`src/rtl/axi_lite_mem_slave.sv`:
```
// -----------------------------------------------------------------------------
// axi_lite_mem_slave
//
// AXI4-Lite responder that turns AW/W/AR transactions into single-cycle
// accesses on a simple synchronous memory/register port and returns B/R
// responses with full valid/ready back-pressure. Only one transaction is in
// flight at a time; writes take priority over reads.
//
// Optional feature (compile-time macro AXI_SLV_RANGE_CHK_EN):
//   When defined, addresses outside [BASE_ADDR, BASE_ADDR+SIZE_BYTES) do not
//   strobe the memory and are answered with SLVERR (reads return zero data).
//   When undefined, every address is accessed and responses are always OKAY.
//
// Ports:
//   clk, rst            clock, asynchronous active-high reset
//   s_axi_aw*           write address channel (awprot ignored)
//   s_axi_w*            write data channel (4 byte strobes)
//   s_axi_b*            write response channel
//   s_axi_ar*           read address channel (arprot ignored)
//   s_axi_r*            read data/response channel
//   mem_en_o            one-cycle access strobe
//   mem_we_o            write enable, qualified by mem_en_o
//   mem_addr_o          word-aligned address
//   mem_wdata_o         write data
//   mem_wstrb_o         byte enables
//   mem_rdata_i         read data, valid the cycle after a read strobe
// -----------------------------------------------------------------------------
module axi_lite_mem_slave #(
  parameter int                ADDR_W     = 32,
  parameter int                DATA_W     = 32,
  parameter logic [ADDR_W-1:0] BASE_ADDR  = 32'h0000_0000,
  parameter logic [ADDR_W-1:0] SIZE_BYTES = 32'h0000_4000
) (
  input  logic              clk,
  input  logic              rst,
  input  logic [ADDR_W-1:0] s_axi_awaddr,
  input  logic [2:0]        s_axi_awprot,
  input  logic              s_axi_awvalid,
  output logic              s_axi_awready,
  input  logic [DATA_W-1:0] s_axi_wdata,
  input  logic [3:0]        s_axi_wstrb,
  input  logic              s_axi_wvalid,
  output logic              s_axi_wready,
  output logic [1:0]        s_axi_bresp,
  output logic              s_axi_bvalid,
  input  logic              s_axi_bready,
  input  logic [ADDR_W-1:0] s_axi_araddr,
  input  logic [2:0]        s_axi_arprot,
  input  logic              s_axi_arvalid,
  output logic              s_axi_arready,
  output logic [DATA_W-1:0] s_axi_rdata,
  output logic [1:0]        s_axi_rresp,
  output logic              s_axi_rvalid,
  input  logic              s_axi_rready,
  output logic              mem_en_o,
  output logic              mem_we_o,
  output logic [ADDR_W-1:0] mem_addr_o,
  output logic [DATA_W-1:0] mem_wdata_o,
  output logic [3:0]        mem_wstrb_o,
  input  logic [DATA_W-1:0] mem_rdata_i
);

  typedef enum logic [2:0] {
    IDLE,
    WR_EXEC,
    WR_RESP,
    RD_EXEC,
    RD_WAIT,
    RD_RESP
  } state_t;

  localparam logic [1:0] RESP_OKAY   = 2'b00;
  localparam logic [1:0] RESP_SLVERR = 2'b10;

  state_t            state;
  logic              aw_held;
  logic              w_held;
  logic [ADDR_W-1:0] addr_q;
  logic [DATA_W-1:0] wdata_q;
  logic [3:0]        wstrb_q;
  logic              err_q;

  logic              aw_hs;
  logic              w_hs;
  logic              ar_hs;
  logic [ADDR_W-1:0] wr_addr;
  logic              wr_err;
  logic              rd_err;
  logic              unused_bits;

  // Readies only in IDLE and never during reset. A read is accepted only when
  // no write is pending or being offered, which gives writes priority.
  always_comb begin
    s_axi_awready = 1'b0;
    s_axi_wready  = 1'b0;
    s_axi_arready = 1'b0;
    if (!rst && state == IDLE) begin
      s_axi_awready = ~aw_held;
      s_axi_wready  = ~w_held;
      s_axi_arready = ~aw_held & ~w_held & ~s_axi_awvalid & ~s_axi_wvalid;
    end
  end

  assign aw_hs = s_axi_awvalid & s_axi_awready;
  assign w_hs  = s_axi_wvalid  & s_axi_wready;
  assign ar_hs = s_axi_arvalid & s_axi_arready;

  // The write address being committed is either the held one or the one
  // handshaking in this very cycle.
  assign wr_addr = aw_held ? addr_q : s_axi_awaddr;

  assign mem_addr_o  = {addr_q[ADDR_W-1:2], 2'b00};
  assign mem_wdata_o = wdata_q;
  assign mem_wstrb_o = wstrb_q;

`ifdef AXI_SLV_RANGE_CHK_EN
  // One extra bit keeps BASE_ADDR+SIZE_BYTES from wrapping at the top of
  // the address space.
  function automatic logic out_of_range(input logic [ADDR_W-1:0] a);
    logic [ADDR_W:0] lo;
    logic [ADDR_W:0] hi;
    logic [ADDR_W:0] x;
    lo = {1'b0, BASE_ADDR};
    hi = lo + {1'b0, SIZE_BYTES};
    x  = {1'b0, a};
    return (x < lo) || (x >= hi);
  endfunction

  assign wr_err      = out_of_range(wr_addr);
  assign rd_err      = out_of_range(s_axi_araddr);
  assign unused_bits = ^{s_axi_awprot, s_axi_arprot, addr_q[1:0]};
`else
  assign wr_err      = 1'b0;
  assign rd_err      = 1'b0;
  assign unused_bits = ^{s_axi_awprot, s_axi_arprot, addr_q[1:0],
                         BASE_ADDR, SIZE_BYTES, wr_addr};
`endif

  // Main FSM. The memory strobe is registered on entry to an EXEC state so it
  // is high for exactly that one cycle; an address error just keeps it low.
  always_ff @(posedge clk or posedge rst) begin
    if (rst) begin
      state        <= IDLE;
      aw_held      <= 1'b0;
      w_held       <= 1'b0;
      addr_q       <= '0;
      wdata_q      <= '0;
      wstrb_q      <= '0;
      err_q        <= 1'b0;
      mem_en_o     <= 1'b0;
      mem_we_o     <= 1'b0;
      s_axi_bvalid <= 1'b0;
      s_axi_bresp  <= RESP_OKAY;
      s_axi_rvalid <= 1'b0;
      s_axi_rresp  <= RESP_OKAY;
      s_axi_rdata  <= '0;
    end else begin
      case (state)
        IDLE: begin
          if (aw_hs) begin
            addr_q  <= s_axi_awaddr;
            aw_held <= 1'b1;
          end
          if (w_hs) begin
            wdata_q <= s_axi_wdata;
            wstrb_q <= s_axi_wstrb;
            w_held  <= 1'b1;
          end
          if ((aw_held | aw_hs) && (w_held | w_hs)) begin
            state    <= WR_EXEC;
            mem_en_o <= ~wr_err;
            mem_we_o <= 1'b1;
            err_q    <= wr_err;
          end else if (ar_hs) begin
            addr_q   <= s_axi_araddr;
            state    <= RD_EXEC;
            mem_en_o <= ~rd_err;
            mem_we_o <= 1'b0;
            err_q    <= rd_err;
          end
        end

        WR_EXEC: begin
          mem_en_o     <= 1'b0;
          mem_we_o     <= 1'b0;
          aw_held      <= 1'b0;
          w_held       <= 1'b0;
          s_axi_bresp  <= err_q ? RESP_SLVERR : RESP_OKAY;
          s_axi_bvalid <= 1'b1;
          state        <= WR_RESP;
        end

        WR_RESP: begin
          if (s_axi_bready) begin
            s_axi_bvalid <= 1'b0;
            state        <= IDLE;
          end
        end

        RD_EXEC: begin
          mem_en_o <= 1'b0;
          state    <= RD_WAIT;
        end

        // The memory presents its data this cycle; capture it so rdata
        // stays stable however long the master stalls.
        RD_WAIT: begin
          s_axi_rdata  <= err_q ? '0 : mem_rdata_i;
          s_axi_rresp  <= err_q ? RESP_SLVERR : RESP_OKAY;
          s_axi_rvalid <= 1'b1;
          state        <= RD_RESP;
        end

        RD_RESP: begin
          if (s_axi_rready) begin
            s_axi_rvalid <= 1'b0;
            state        <= IDLE;
          end
        end

        default: state <= IDLE;
      endcase
    end
  end

endmodule
```
`config.mk`:
```
export PLATFORM = sky130hd
export DESIGN_NAME = axi_lite_mem_slave
export DESIGN_NICKNAME = d
export VERILOG_FILES = /design/src/rtl/axi_lite_mem_slave.sv
export SDC_FILE = /design/constraint.sdc
export NUM_CORES = 1
export LEC_CHECK = 0
export ABC_AREA = 1
export CORE_ASPECT_RATIO = 1.5
export CORE_MARGIN = 3
export CORE_UTILIZATION = 41
export CTS_CLUSTER_DIAMETER = 100
export DETAILED_ROUTE_END_ITERATION = 12
export PLACE_DENSITY = 0.82
export SLEW_MARGIN = 0
export SYNTH_ARGS = -nofsm -noshare
export SYNTH_HDL_FRONTEND = slang
export SYNTH_SLANG_ARGS = --single-unit
```
`constraint.sdc`:
```
create_clock -name clk -period 11.3 [get_ports clk]
set_clock_uncertainty 0.2 [all_clocks]
set_input_delay 1.695 -clock clk [delete_from_list [all_inputs] [get_ports clk]]
set_output_delay 1.695 -clock clk [all_outputs]
set_load 0.05 [all_outputs]
```
==> results of run 1 <==
-- power by group through the flow --
stage	clock (W)	sequential (W)	combinational, W
5_1_grt	0.000304	0.000692	0.00147
3_3_place_gp	0	0.000664	0.00139
4_1_cts	0.000291	0.000671	0.00141
2_1_floorplan	0	0.00130	0.000292
3_5_place_dp	0	0.000677	0.00141
6_report	0.000280	0.000670	0.00140
-- cell usage in the layout, fill, tap and decap left out, drive strengths merged, types with 2 or more instances in the layout --
cell type,instances
conb,6
nor2,39
clkinvlp,2
nand3,3
o21ai,32
a21oi,31
mux2,32
clkinv,3
clkbuf,11
nand4,2
buf,2
nand2,166
dfrtp,107
inv,15
clkdlybuf4s50,239
-- logic make-up (layout without fill, tap and decap cells) --
kind of cell	after synthesis	after routing
AO/OA/AOI/OAI	65	65
buffers and inverters	43	272
flip-flops	107	107
multiplexers	32	32
other	1	6
AND/OR/NAND/NOR	212	212
-- flip-flops by register name (all words and copies together) (netlist names) --
name / flops
state: 3
addr_q: 30
aw_held: 1
mem_we_o: 1
mem_wdata_o: 32
s_axi_rvalid: 1
mem_en_o: 1
mem_wstrb_o: 4
w_held: 1
s_axi_rdata: 32
s_axi_bvalid: 1
-- tightest hold or removal path: stages (launching register included) --
cell	delay, ns
dfrtp_1	0.35
nand2_1	0.05
nand2_1	0.04
-- layout make-up --
type,instances,area [um2]
clock buffer,11,233
clock inverter,4,28.8
fill,800,3460
inverter,16,63.8
multi-input combinational,315,1600
sequential,107,2680
tap,144,180
timing repair buffer,241,2410
-- worst max-delay path by stage --
stage,depth (start not counted),end,from
after floorplan,3,s_axi_arready,rst
after global placement,5,s_axi_arready,rst
after detailed placement,5,s_axi_arready,rst
after CTS,5,s_axi_arready,rst
after global routing,5,s_axi_arready,rst
final,5,s_axi_arready,rst
-- through the flow --
stage          power (W)  instances  setup WS [ns]
2_1_floorplan    0.00159        465           4.73
3_3_place_gp     0.00205        823           5.71
3_5_place_dp     0.00209        823           5.67
4_1_cts          0.00238        838           5.69
5_1_grt          0.00247        838           5.62
6_report         0.00235        838           5.74
-- metal layers --
metal	vias to the layer above	track usage	routed length [um]
li1	1917	-	-
met1	1911	0.224	4560
met2	190	0.387	7240
met3	33	0.0617	950
met4	0	0.102	495
met5	-	0	0
==> impl_metrics.yaml, run 1 <==
place:
  place_area_mm2: 0.00693
  gp_congestion: 0.804
  hpwl_mm: 9.98
  place.port_buffers: 239
critical_path:
  worst_setup_path_start_kind: "input pin"
  critPathKind: "in2out"
  slowest_delay_ns: 0.83
  worstPathRequired_ns: 9.41
  reg2reg_from: "state[1]"
  critPathTopFamily: "buffers and inverters"
  rrSetupSlack_ns: 8.84
  reg2reg_depth: 7
  cpMostUsedCell: "clkdlybuf4s50_1"
  path_max_fanout: 34
  worst-path-buf-inv: 3
  cp_slowest_cell: "clkdlybuf4s50_1"
  path_cells: "clkdlybuf4s50_1 > inv_4 > nand3_4 > nor2_4 > clkdlybuf4s50_1"
  worstPathArrival_ns: 3.66
  end_kind: "output port"
  r2r_end: "addr_q[2]"
final_layout:
  nNetsFinal: 835
  final_cell_area_mm2: 0.00719
  area_delta_synth_final_pct: 59.5
  post-route-util: 0.675
  antenna_cells: 0
  drive_above_1_share: 0.0893
run:
  cap_viol_max_count: 0
hold_path:
  hold_path_class: "reg2reg"
  hold_path.startpoint: "mem_en_o"
  holdPathStages: 2
  hold_end: "mem_en_o"
global_routing:
  grt_max_degree: 77
  grt_pass1_vias: 4121
  antenna_found_initial: 0
  grt_pass1_wl_mm: 20.7
  grt_usage: 0.213
  grt.overflow.total: 0
synthesis:
  synthXorXnorAreaFrac: 0
  yosysWarnings: 0
  ys_top_cells_by_area: "dfrtp_1 59%, nand2_1 13%, mux2_2 8.0%"
  yosys.area_share.adder: 0
  synthFlopType: "dfrtp_1"
  syn_inst: 460
  yosysTopAreaCellShare: 0.594
  yosys.area.top_type: "dfrtp_1"
  synthesis.area_mm2: 0.00451
  yosysMostFrequentCell: "nand2_1"
  ys_async_sr_fraction: 1.00
  synth_top_family_by_area: "simple AND/OR/NAND/NOR gates"
  avgSynthCellArea_um2: 9.79
  ys_seq_area_frac: 0.594
  synth-simple-area-share: 0.196
  synth_commonest_cells: "162 x nand2_1, 107 x dfrtp_1, 35 x nor2_1"
  synthMuxAreaShare: 0.0800
  ys_types: 25
  synth-edff-count: 0
  synth-compound-area-share: 0.0733
  ys_seq_elements: 107
run_status:
  status: "completed"
clock_tree:
  cts-resized-gates: 0
  clock_latency_ns: 0.33
  clkSinkCount: 107
  ctsRootBufferMaster: "clkbuf_16"
  htree_levels: 3
  clockBufferDepth: 2
  cts_setup_buffers: 0
  cts_hold_buffers: 0
  clkSlewWorstSetupHoldPaths_ns: 0.06
  cts_tree: "done"
  numCtsBuffers: 9
floorplan:
  start_util: 0.423
  io_pins: 256
  fp.dieH_um: 134
  die_area_mm2: 0.0123
  die_w_um: 91.6
  rows: 46
  design.core.area_mm2: 0.0106
power:
  p_leak_nw: 3.18
  switching_share: 0.493
  powerDensity_mw_per_mm2: 327
  p_seq_frac: 0.285
  p_clk_frac: 0.119
  internal_power_w: 0.00119
  vdd_drop_max_uv: 193
  p_comb_frac: 0.596
  power_switching_w: 0.00116
routing:
  drtPass1Iterations: 7
  drtIter0Drc: 177
  drt-total-wl_mm: 13.2
  avgViaCountPerCell: 4.83
  vias: 4051
  drtAntennaViolNets: 0
  drc: 0
  wl_per_cell_um: 15.8
timing:
  relSlewSlack: 0.369
  fin_setup_tns_ns: 0
  rsz0062_at_grt: "no"
  period_share: 0.492
  drv_slew: 0
  hold_viol: 0
  finalSetupViolCount: 0
  hold_ws_ns: 0.273
  worstMarginPinSlew_ns: 0.946
  fmax_ghz: 0.180
  finalCriticalPeriod_ns: 5.56
(Power assumes the default switching activity.)
==> run 2: changes to the inputs <==
--- a/config.mk
+++ b/config.mk
@@ -8,10 +8,10 @@
 export ABC_AREA = 1
 export CORE_ASPECT_RATIO = 1.5
 export CORE_MARGIN = 3
-export CORE_UTILIZATION = 41
+export CORE_UTILIZATION = 38
 export CTS_CLUSTER_DIAMETER = 100
 export DETAILED_ROUTE_END_ITERATION = 12
-export PLACE_DENSITY = 0.82
+export PLACE_DENSITY = 0.77
 export SLEW_MARGIN = 0
 export SYNTH_ARGS = -nofsm -noshare
 export SYNTH_HDL_FRONTEND = slang
==> constraint.sdc (replaced) <==
create_clock -name clk -period 5.5 [get_ports clk]
set_clock_uncertainty 0.2 [all_clocks]
set_input_delay 0.825 -clock clk [delete_from_list [all_inputs] [get_ports clk]]
set_output_delay 0.825 -clock clk [all_outputs]
set_load 0.05 [all_outputs]
==> impl_metrics.yaml, run 2 (synthesis gave the netlist of run 1 again) <==
routing:
  wl_per_cell_um: 15.7
  avgViaCountPerCell: 4.69
  drtIter0Drc: 174
  drtPass1Iterations: 4
  drc: 0
  vias: 3967
  drtAntennaViolNets: 0
  drt-total-wl_mm: 13.2
global_routing:
  grt_use_met1: 0.219
  antenna_found_initial: 0
  grt_pass1_vias: 4080
  grt.overflow.total: 0
  grt_pass1_wl_mm: 20.6
  grt.met3_usage: 0.0606
  grt_usage: 0.200
  grt_max_degree: 52
  grt_busiest_layer: "met2"
  met2_usage: 0.354
final_layout:
  final_cell_mix: "239 x clkdlybuf4s50_1, 162 x nand2_1, 107 x dfrtp_1"
  nFillCells: 962
  drive_above_1_share: 0.0948
  antenna_cells: 0
  area_delta_synth_final_pct: 60.4
  final_cells: 846
  final_common_cell: "clkdlybuf4s50_1"
  nNetsFinal: 836
critical_path:
  critPathKind: "in2out"
  worstPathArrival_ns: 2.59
  worstPathRequired_ns: 4.47
  cpMostUsedCell: "clkdlybuf4s50_1"
  worst_setup_path_start_kind: "input pin"
  critPathTopFamily: "buffers and inverters"
  path_cells: "clkdlybuf4s50_1 > inv_4 > nand3_4 > nor2_4 > clkdlybuf4s50_1"
  path_max_fanout: 14
  end_kind: "output port"
  worst-path-buf-inv: 3
  slowest_delay_ns: 0.84
  cp_slowest_cell: "clkdlybuf4s50_1"
power:
  p_clk_frac: 0.127
  finalPower_w: 0.00487
  p_leak_nw: 3.20
  vdd_drop_max_uv: 451
  p_comb_frac: 0.590
  switching_share: 0.494
  powerDensity_mw_per_mm2: 674
  internal_power_w: 0.00247
  power_switching_w: 0.00241
  p_seq_frac: 0.283
timing:
  finalCriticalPeriod_ns: 3.61
  relSlewSlack: 0.573
  fin_setup_tns_ns: 0
  hold_viol: 0
  worstMarginPinSlew_ns: 0.641
  drv_slew: 0
  fmax_ghz: 0.277
  finalSetupViolCount: 0
  period_share: 0.657
  hold_ws_ns: 0.273
  rsz0062_at_grt: "no"
clock_tree:
  cts-resized-gates: 0
  cts_setup_buffers: 0
  clkSinkCount: 107
  htree_levels: 3
  clock_latency_ns: 0.33
  cts_tree: "done"
  numCtsBuffers: 9
  ctsRootBufferMaster: "clkbuf_16"
  clkSlewWorstSetupHoldPaths_ns: 0.07
  cts_hold_buffers: 0
  clockBufferDepth: 2
place:
  place.port_buffers: 239
  gp_congestion: 0.783
  placed_cells: 830
  hpwl_mm: 9.92
floorplan:
  io_pins: 256
  design.core.area_mm2: 0.0115
  start_util: 0.391
  die_area_mm2: 0.0132
  rows: 48
  die_w_um: 94.9
  fp.dieH_um: 139
run:
  cap_viol_max_count: 0
hold_path:
  hold_path_class: "reg2reg"
run_status:
  status: "completed"
[run 2: cell count changes in the layout (fill, tap and decap cells not counted)]
cell / previous run / this run
clkbuf_1: 2 / 0
inv_6: 0 / 2
buf_4: 2 / 3
clkbuf_8: 0 / 1
clkinv_2: 2 / 3
clkinv_4: 1 / 0
clkinvlp_4: 2 / 1
inv_8: 0 / 1
[run 2: area by class of cell]
| cell class | instances | area [um2] | area share |
|---|---|---|---|
| flip-flops and latches | 107 | 2680 | 0.370 |
| repair buffers | 242 | 2410 | 0.334 |
| multi-input cells | 315 | 1600 | 0.221 |
| clock buffers | 10 | 239 | 0.0331 |
| well taps | 150 | 188 | 0.0260 |
| inverters | 16 | 63.8 | 0.00883 |
| clock inverters | 6 | 46.3 | 0.00641 |
[run 2: worst paths after layout]
| path | startpoint | cells past startpoint | end | slack (ns) |
|---|---|---|---|---|
| max in group asynchronous | rst | 4 | s_axi_rdata[9] | 3.02 |
| worst min-delay path | mem_wdata_o[18] | 2 | mem_wdata_o[18] | 0.27 |
| worst max register to register | state[1] | 7 | addr_q[16] | 3.07 |
| worst max-delay path | rst | 5 | s_axi_arready | 1.89 |
| min in group asynchronous | rst | 2 | w_held | 0.56 |
| worst min register to register | mem_wdata_o[18] | 2 | mem_wdata_o[18] | 0.27 |
[run 2: power groups by stage]
stage / Sequential, W / Clock [W] / Combinational, W
finish: 0.00138 / 0.000618 / 0.00288
global route: 0.00142 / 0.000677 / 0.00303
CTS: 0.00138 / 0.000644 / 0.00290
detailed placement: 0.00139 / 0 / 0.00289
global placement: 0.00137 / 0 / 0.00285
floorplan: 0.00266 / 0 / 0.000600
[run 2: worst reg2reg max path: cells and delay by family, from the launching register on]
kind,cells,cell delay [ns]
AND/OR/NAND/NOR,6,1.53
AO/OA/AOI/OAI,1,0.16
flip-flops,1,0.46
[run 2: stage by stage]
stage           util  instance area (um2)  setup WS, ns
2_1_floorplan      -                 4520         0.671
3_3_place_gp   0.602                 6940          1.89
3_5_place_dp   0.602                 6940          1.86
4_1_cts        0.627                 7230          1.86
5_1_grt        0.627                 7230          1.81
6_report       0.627                 7230          1.89
[run 2: per-layer routing]
metal / vias up / wire [um]
met5: - / 0
met3: 27 / 953
met2: 152 / 6990
met4: 0 / 421
met1: 1868 / 4890
li1: 1920 / -
